`src/rtl/arbitro_jogadas_pkg.sv`:
```
// Shared state codes and winner encodings for the unidade_controle family of match arbiters.
package arbitro_jogadas_pkg;

  localparam int unsigned W_ESTADO   = 4;
  localparam int unsigned W_VENCEDOR = 2;

  typedef enum logic [W_ESTADO-1:0] {
    INICIAL    = 4'd0,
    PREPARA    = 4'd1,
    ESPERA     = 4'd2,
    REGISTRA   = 4'd3,
    COMPARA    = 4'd4,
    PROXIMA    = 4'd5,
    RODADA_OK  = 4'd6,
    FALHA      = 4'd7,
    TROCA      = 4'd8,
    FIM_RODADA = 4'd9,
    FIM        = 4'd10
  } estado_t;

  typedef enum logic [W_VENCEDOR-1:0] {
    VENC_NENHUM = 2'b00,
    VENC_J1     = 2'b01,
    VENC_J2     = 2'b10,
    VENC_EMPATE = 2'b11
  } vencedor_t;

endpackage

```
`src/rtl/arbitro_jogadas_contador_pontos_sat.sv`:
```
// Saturating round-win counter: synchronous clear has priority over count enable.
module contador_pontos_sat #(
  parameter int unsigned W = 4
) (
  input  logic         clock,
  input  logic         reset,
  input  logic         zera,
  input  logic         conta,
  output logic [W-1:0] valor
);

  localparam logic [W-1:0] VALOR_MAX = '1;

  logic [W-1:0] valor_q, valor_d;

  always_comb begin
    valor_d = valor_q;
    if (zera) begin
      valor_d = '0;
    end else if (conta && (valor_q != VALOR_MAX)) begin
      valor_d = valor_q + W'(1);
    end
  end

  always_ff @(posedge clock or negedge reset) begin
    if (!reset) valor_q <= '0;
    else        valor_q <= valor_d;
  end

  assign valor = valor_q;

endmodule

```
`src/rtl/arbitro_jogadas.sv`:
```
// Two-player turn arbiter: sequences rounds over a shared datapath, tracks scores and the match winner.
module arbitro_jogadas
  import arbitro_jogadas_pkg::*;
#(
  parameter int unsigned W_PONTOS = 4
) (
  input  logic                  clock,
  input  logic                  reset,
  input  logic                  iniciar,
  input  logic                  jogada_j1,
  input  logic                  jogada_j2,
  input  logic                  igual,
  input  logic                  enderecoIgualSequencia,
  input  logic                  fimS,
  input  logic                  timeout,
  output logic                  zeraE,
  output logic                  contaE,
  output logic                  zeraS,
  output logic                  contaS,
  output logic                  zeraR,
  output logic                  registraR,
  output logic                  zeraTMR,
  output logic                  contaTMR,
  output logic                  vez,
  output logic [W_PONTOS-1:0]   pontos_j1,
  output logic [W_PONTOS-1:0]   pontos_j2,
  output logic [W_VENCEDOR-1:0] vencedor,
  output logic                  pronto,
  output logic [W_ESTADO-1:0]   db_estado
);

  estado_t   estado_q, estado_d;
  logic      vez_q, vez_d;
  vencedor_t vencedor_q, vencedor_d;
  logic      jogada_atual;

  // Only the player whose turn it is can advance the FSM.
  assign jogada_atual = vez_q ? jogada_j2 : jogada_j1;

  always_comb begin
    estado_d  = estado_q;
    zeraE     = 1'b0;
    contaE    = 1'b0;
    zeraS     = 1'b0;
    contaS    = 1'b0;
    zeraR     = 1'b0;
    registraR = 1'b0;
    zeraTMR   = 1'b0;
    contaTMR  = 1'b0;
    pronto    = 1'b0;
    case (estado_q)
      INICIAL: begin
        zeraR = 1'b1;
        zeraS = 1'b1;
        zeraE = 1'b1;
        if (iniciar) estado_d = PREPARA;
      end
      PREPARA: begin
        zeraE    = 1'b1;
        zeraR    = 1'b1;
        zeraTMR  = 1'b1;
        estado_d = ESPERA;
      end
      ESPERA: begin
        contaTMR = 1'b1;
        if (jogada_atual)  estado_d = REGISTRA;
        else if (timeout)  estado_d = FALHA;
      end
      REGISTRA: begin
        registraR = 1'b1;
        estado_d  = COMPARA;
      end
      COMPARA: begin
        if (!igual)                      estado_d = FALHA;
        else if (enderecoIgualSequencia) estado_d = RODADA_OK;
        else                             estado_d = PROXIMA;
      end
      PROXIMA: begin
        contaE   = 1'b1;
        zeraTMR  = 1'b1;
        estado_d = ESPERA;
      end
      RODADA_OK: estado_d = TROCA;
      FALHA:     estado_d = TROCA;
      // J1 always opens a round, so J2 finishing closes it.
      TROCA:     estado_d = vez_q ? FIM_RODADA : PREPARA;
      FIM_RODADA: begin
        if (fimS) begin
          estado_d = FIM;
        end else begin
          contaS   = 1'b1;
          estado_d = PREPARA;
        end
      end
      FIM: begin
        pronto = 1'b1;
        if (iniciar) estado_d = INICIAL;
      end
      default: estado_d = INICIAL;
    endcase
  end

  always_comb begin
    vez_d = vez_q;
    if (estado_q == INICIAL)    vez_d = 1'b0;
    else if (estado_q == TROCA) vez_d = ~vez_q;
  end

  // Scores are stable from FIM_RODADA onwards, so the comparison on entry to FIM holds while there.
  always_comb begin
    vencedor_d = VENC_NENHUM;
    if (estado_d == FIM) begin
      if (pontos_j1 > pontos_j2)      vencedor_d = VENC_J1;
      else if (pontos_j2 > pontos_j1) vencedor_d = VENC_J2;
      else                            vencedor_d = VENC_EMPATE;
    end
  end

  always_ff @(posedge clock or negedge reset) begin
    if (!reset) begin
      estado_q   <= INICIAL;
      vez_q      <= 1'b0;
      vencedor_q <= VENC_NENHUM;
    end else begin
      estado_q   <= estado_d;
      vez_q      <= vez_d;
      vencedor_q <= vencedor_d;
    end
  end

  contador_pontos_sat #(.W(W_PONTOS)) u_pontos_j1 (
    .clock (clock),
    .reset (reset),
    .zera  (estado_q == INICIAL),
    .conta ((estado_q == RODADA_OK) && !vez_q),
    .valor (pontos_j1)
  );

  contador_pontos_sat #(.W(W_PONTOS)) u_pontos_j2 (
    .clock (clock),
    .reset (reset),
    .zera  (estado_q == INICIAL),
    .conta ((estado_q == RODADA_OK) && vez_q),
    .valor (pontos_j2)
  );

  assign vez       = vez_q;
  assign vencedor  = vencedor_q;
  assign db_estado = estado_q;

endmodule
```
`config.mk`:
```
export PLATFORM = sky130hd
export DESIGN_NAME = arbitro_jogadas
export DESIGN_NICKNAME = d
export VERILOG_FILES = /design/src/rtl/arbitro_jogadas_pkg.sv /design/src/rtl/arbitro_jogadas_contador_pontos_sat.sv /design/src/rtl/arbitro_jogadas.sv
export SDC_FILE = /design/constraint.sdc
export NUM_CORES = 1
export LEC_CHECK = 0
export CAP_MARGIN = 10
export CORE_UTILIZATION = 35
export DETAILED_ROUTE_END_ITERATION = 16
export PLACE_DENSITY_LB_ADDON = 0.3
export SETUP_SLACK_MARGIN = 0.4
export SLEW_MARGIN = 40
export SYNTH_ARGS = -nofsm -noshare
export SYNTH_HDL_FRONTEND = slang
export SYNTH_HIERARCHICAL = 1
export SYNTH_SLANG_ARGS = --single-unit
```
`constraint.sdc`:
```
create_clock -name clock -period 3.5 [get_ports clock]
set_clock_uncertainty 0.05 [all_clocks]
set_input_delay 0.525 -clock clock [delete_from_list [all_inputs] [get_ports clock]]
set_output_delay 0.525 -clock clock [all_outputs]
set_load 0.005 [all_outputs]
```
After elaboration in Yosys (flattened, before gate mapping)
Index checks and enable logic that the tools add are counted.
{"block": "word_totals", "reg_bits": 15, "out_inout_bits": 24, "in_bits": 9, "wordCells": 63}
{"block": "op_classes", "n_mux": 28, "bitwise": 1, "n_lt_le_gt_ge": 2, "reduce_logical": 12, "n_eq_ne": 13, "add_sub_neg": 2}
{"op": "$mux 4", "n": 10}
{"op": "$pmux 4 s9", "n": 1}
{"op": "$eq 4x3->1 const B", "n": 4}
{"op": "$eq 4x4->1 const B", "n": 4}
{"op": "$mux 1", "n": 13}
{"op": "$add 4x1->4 const B", "n": 2}
{"op": "$eq 4x2->1 const B", "n": 2}
{"op": "$gt 4x4->1", "n": 2}
{"op": "$mux 2", "n": 4}
{"op": "$ne 4x4->1 const B", "n": 2}
{"op": "$reduce_bool 2->1", "n": 3}
{"op": "$reduce_or 2->1", "n": 3}
{"op": "$eq 4x1->1 const B", "n": 1}
{"op": "$logic_and 1x1->1", "n": 4}
{"op": "$logic_not 4->1", "n": 1}
{"op": "$logic_not 1->1", "n": 1}
{"op": "$not 1->1", "n": 1}

Logic depth before layout (Yosys ltp)
{"block": "depth", "ltp_word": 5, "depth_mapped": 6, "mapped_depth_nobuf": 5}

Modules after synthesis
The synthesis kept the hierarchy.
{"mod": "arbitro_jogadas", "area_per_inst_um2": 578.1, "cells_each": 68, "n_inst": 1, "seq_area_each_um2": 175.2}
{"mod": "contador_pontos_sat", "area_per_inst_um2": 229.0, "cells_each": 20, "n_inst": 2, "seq_area_each_um2": 100.1}

Worst setup path after synthesis
No wires, ideal clock.
{"block": "synth_path", "path_type": "flip-flop to output port", "start": "register estado_q[0] (netlist: db_estado[0])", "end": "output zeraS", "n_path_buf": 2, "stages_incl_launch_ff": 5, "slack_ps": 1411, "arrival_time_ps": 1514, "path_cell_list": "dfrtp_1 -> buf_6 -> or2_1 -> buf_6 -> nor3_1"}
{"block": "synth_via", "elab_chain_cells": 2}
{"item": "from (decl)", "line": "arbitro_jogadas.sv:32", "text": "estado_t estado_q, estado_d;"}
{"item": "from (signal assigned)", "line": "arbitro_jogadas.sv:125", "text": "estado_q <= estado_d;"}
{"item": "$logic_not 4->1", "line": "arbitro_jogadas.sv:51", "text": "case (estado_q)"}
{"item": "$mux 1", "line": "arbitro_jogadas.sv:51"}
{"item": "to (decl)", "line": "arbitro_jogadas.sv:18", "text": "output logic zeraS,"}
No other way between the ends.

Worst setup path in the final report
{"block": "layout_path", "start": "register estado_q[1] (netlist: db_estado[1])", "end": "output zeraS"}
The elaborated chain is that of the path after synthesis.

==> results.cfg <==
[clock_network]
cts_buffer_depth = 2
h-tree-depth = 1
cts_sinks = 15
cts_tree = done
cts_inserted_buffers = 3
cts_setup_buffers = 0
root_buffer = clkbuf_4
hold_buffers = 0
cts_resized = 0
cts.clk_slew.worst_paths_ns = 0.09
clock_latency_ns = 0.28

[synthesis]
ys_ff_latch = 15
syn-cell-area_um2 = 1040
synth.most_common_cell = dfrtp_1
synth-xor-area-share_pct = 0
synthAdderAreaFrac_pct = 7.25
synth_top_family_by_area = simple AND/OR/NAND/NOR gates
ys_types = 38
synth_commonest_cells = dfrtp_1, nand2b_1, nor3_1
synth_edf_count = 0
syn_nets = 123
yosys_most_used_dff = dfrtp_1
synth_compound_area_share_pct = 12.3
synth_top_area_share_pct = 36.2
ys_warn_count = 6
synth-simple-area-share_pct = 32.1
synth_seq_area_share_pct = 36.2
synth_cells = 108
synth.area.top_cells = dfrtp_1, ha_1, nand2b_1, nor3_1, a21oi_1
synthArstFlopShare_pct = 100
syn_area_per_cell_um2 = 9.59
synth_top_area_cell = dfrtp_1
synth.mux.area_fraction_pct = 5.92

[floorplanning]
die_area_um2 = 3180
fp.dieH_um = 56.4
fp-row-count = 19
io_pins = 33
initial_core_util_pct = 37.2
die_x_um = 56.4
coreArea_um2 = 2780

[place]
hpwl_um = 1790
gp_congestion = 0.770
io_buffer_count = 32
place_area_um2 = 1360

[finish]
register_area_um2 = 375
synthToLayoutAreaGrowth_pct = 34.1
layout.nets = 155
final_area_um2 = 1390
diodes = 0
fillers = 272
multiInputGateArea_um2 = 597
final_layout_size_suffix_gt1_share_pct = 10.1

[global_routing]
antenna_found_initial = 0
grt_pass1_vias = 839
gr-total-overflow = 0
grt_pass1_wl_um = 4040
grtUsageTotal_pct = 16.2
grt_max_degree = 16

[sta]
timing.final.crit_share_pct = 76.8
fmax_mhz = 372
setup_viol = 0
rsz0062_at_grt = false
finalSetupTns_ns = 0
slew_headroom_pct = 55.9
slew_violations = 0
worst_slew_pin_slew_ns = 0.659
hold_viol = 0
layout_min_cycle_time_ns = 2.69
holdWs_ns = 0.568

[routing]
routed_via_density = 5.36
post_drt_wl_per_cell_um = 14.0
wirelength_um = 2380
antenna_left = 0
drt_iter0_drc = 13
vias = 912
drc = 0
dr.pass1.iters = 5

[min_path]
hold_start = u_pontos_j1/valor[1]
min_to = u_pontos_j1/valor[1]
hold_class = flop to flop
whs_path_depth = 2

[setup_path]
crit_arrival_ns = 2.11
worst_r2r_endpoint = u_pontos_j1/valor[0]
worstSetupEndpointType = output port
cp-start-kind = flop
crit_required_ns = 2.92
r2r_start = db_estado[3]
r2r_cells = 4
r2r_slack_ns = 1.54
worstPathMaxFanout = 13
path_class = flop to output port

[power_and_ir_drop]
ir_drop_mv = 0.321
power_density_nw_per_um2 = 627
p_leak_uw = 0.000562

[job]
cap_violations = 0

[status]
outcome = complete, no violations
-- kinds of logic (layout without fill, tap and decap cells) --
kind of cell / after synthesis / after routing
simple gates: 50 / 50
compound gates: 20 / 20
flops: 15 / 15
buf+inv: 12 / 43
fa+ha+maj: 6 / 6
mux: 5 / 5
-- layout make-up --
cell class              count  share of cell area, %
clock inverters             1                  0.360
clock buffers               3                   1.62
well taps                  31                   2.79
repair buffers             33                   23.6
inverters                   6                   1.62
multi-input cells          81                   43.0
flip-flops and latches     15                   27.0
-- how the worst max path moves through the flow --
stage                 start    end  slack, ns  cells after the start
2_1_floorplan  db_estado[0]  zeraS       1.41                      4
3_3_place_gp   db_estado[1]  zeraS       1.25                      4
3_5_place_dp   db_estado[1]  zeraS       1.15                      4
4_1_cts        db_estado[1]  zeraS       0.83                      4
5_1_grt        db_estado[1]  zeraS       0.71                      4
6_report       db_estado[1]  zeraS       0.81                      4
-- power by group --
group | leakage (uW) | total, uW | internal, uW | switching [uW]
Combinational | 0.000341 | 469 | 284 | 185
Clock | 0.0000177 | 99.4 | 42.4 | 57.0
Sequential | 0.000203 | 303 | 212 | 90.5
Total | 0.000562 | 871 | 539 | 332
-- registers in the layout (all words and copies together), names as in the netlist --
name,count
db_estado,4
u_pontos_j1/valor,4
u_pontos_j2/valor,4
vencedor,2
vez,1
-- placed cells by master, fill, tap and decap left out, types with 5 or more instances in the layout --
cell,instances
ha_1,6
nor3_1,8
a21oi_1,7
clkdlybuf4s50_1,32
nor2_1,5
dfrtp_1,15
nand2b_1,9
inv_1,6
-- per-layer routing --
metal  global-route usage [%]  vias up  wire (um)
li1                         -      447          -
met3                     3.00        4         93
met2                     25.2       22       1120
met1                     22.8      439       1140
met4                     5.23        0         28
met5                        0        -          0
-- worst max-delay path, cell delays in order (launching register included) --
cell and delay (ns):
dfrtp_1 0.51, or2_1 0.35, nor3_1 0.21, buf_4 0.23, clkdlybuf4s50_1 0.52
-- metrics by stage --
step           instances  setup WS, ns  power (uW)  utilization [%]
6_report             170         0.813         871             49.9
5_1_grt              170         0.715         943             49.9
4_1_cts              170         0.829         878             49.9
3_5_place_dp         166          1.15         777             48.9
3_3_place_gp         166          1.25         765             48.9
2_1_floorplan        108          1.41         571                -
Note: power is estimated with default switching activity, not from simulation.
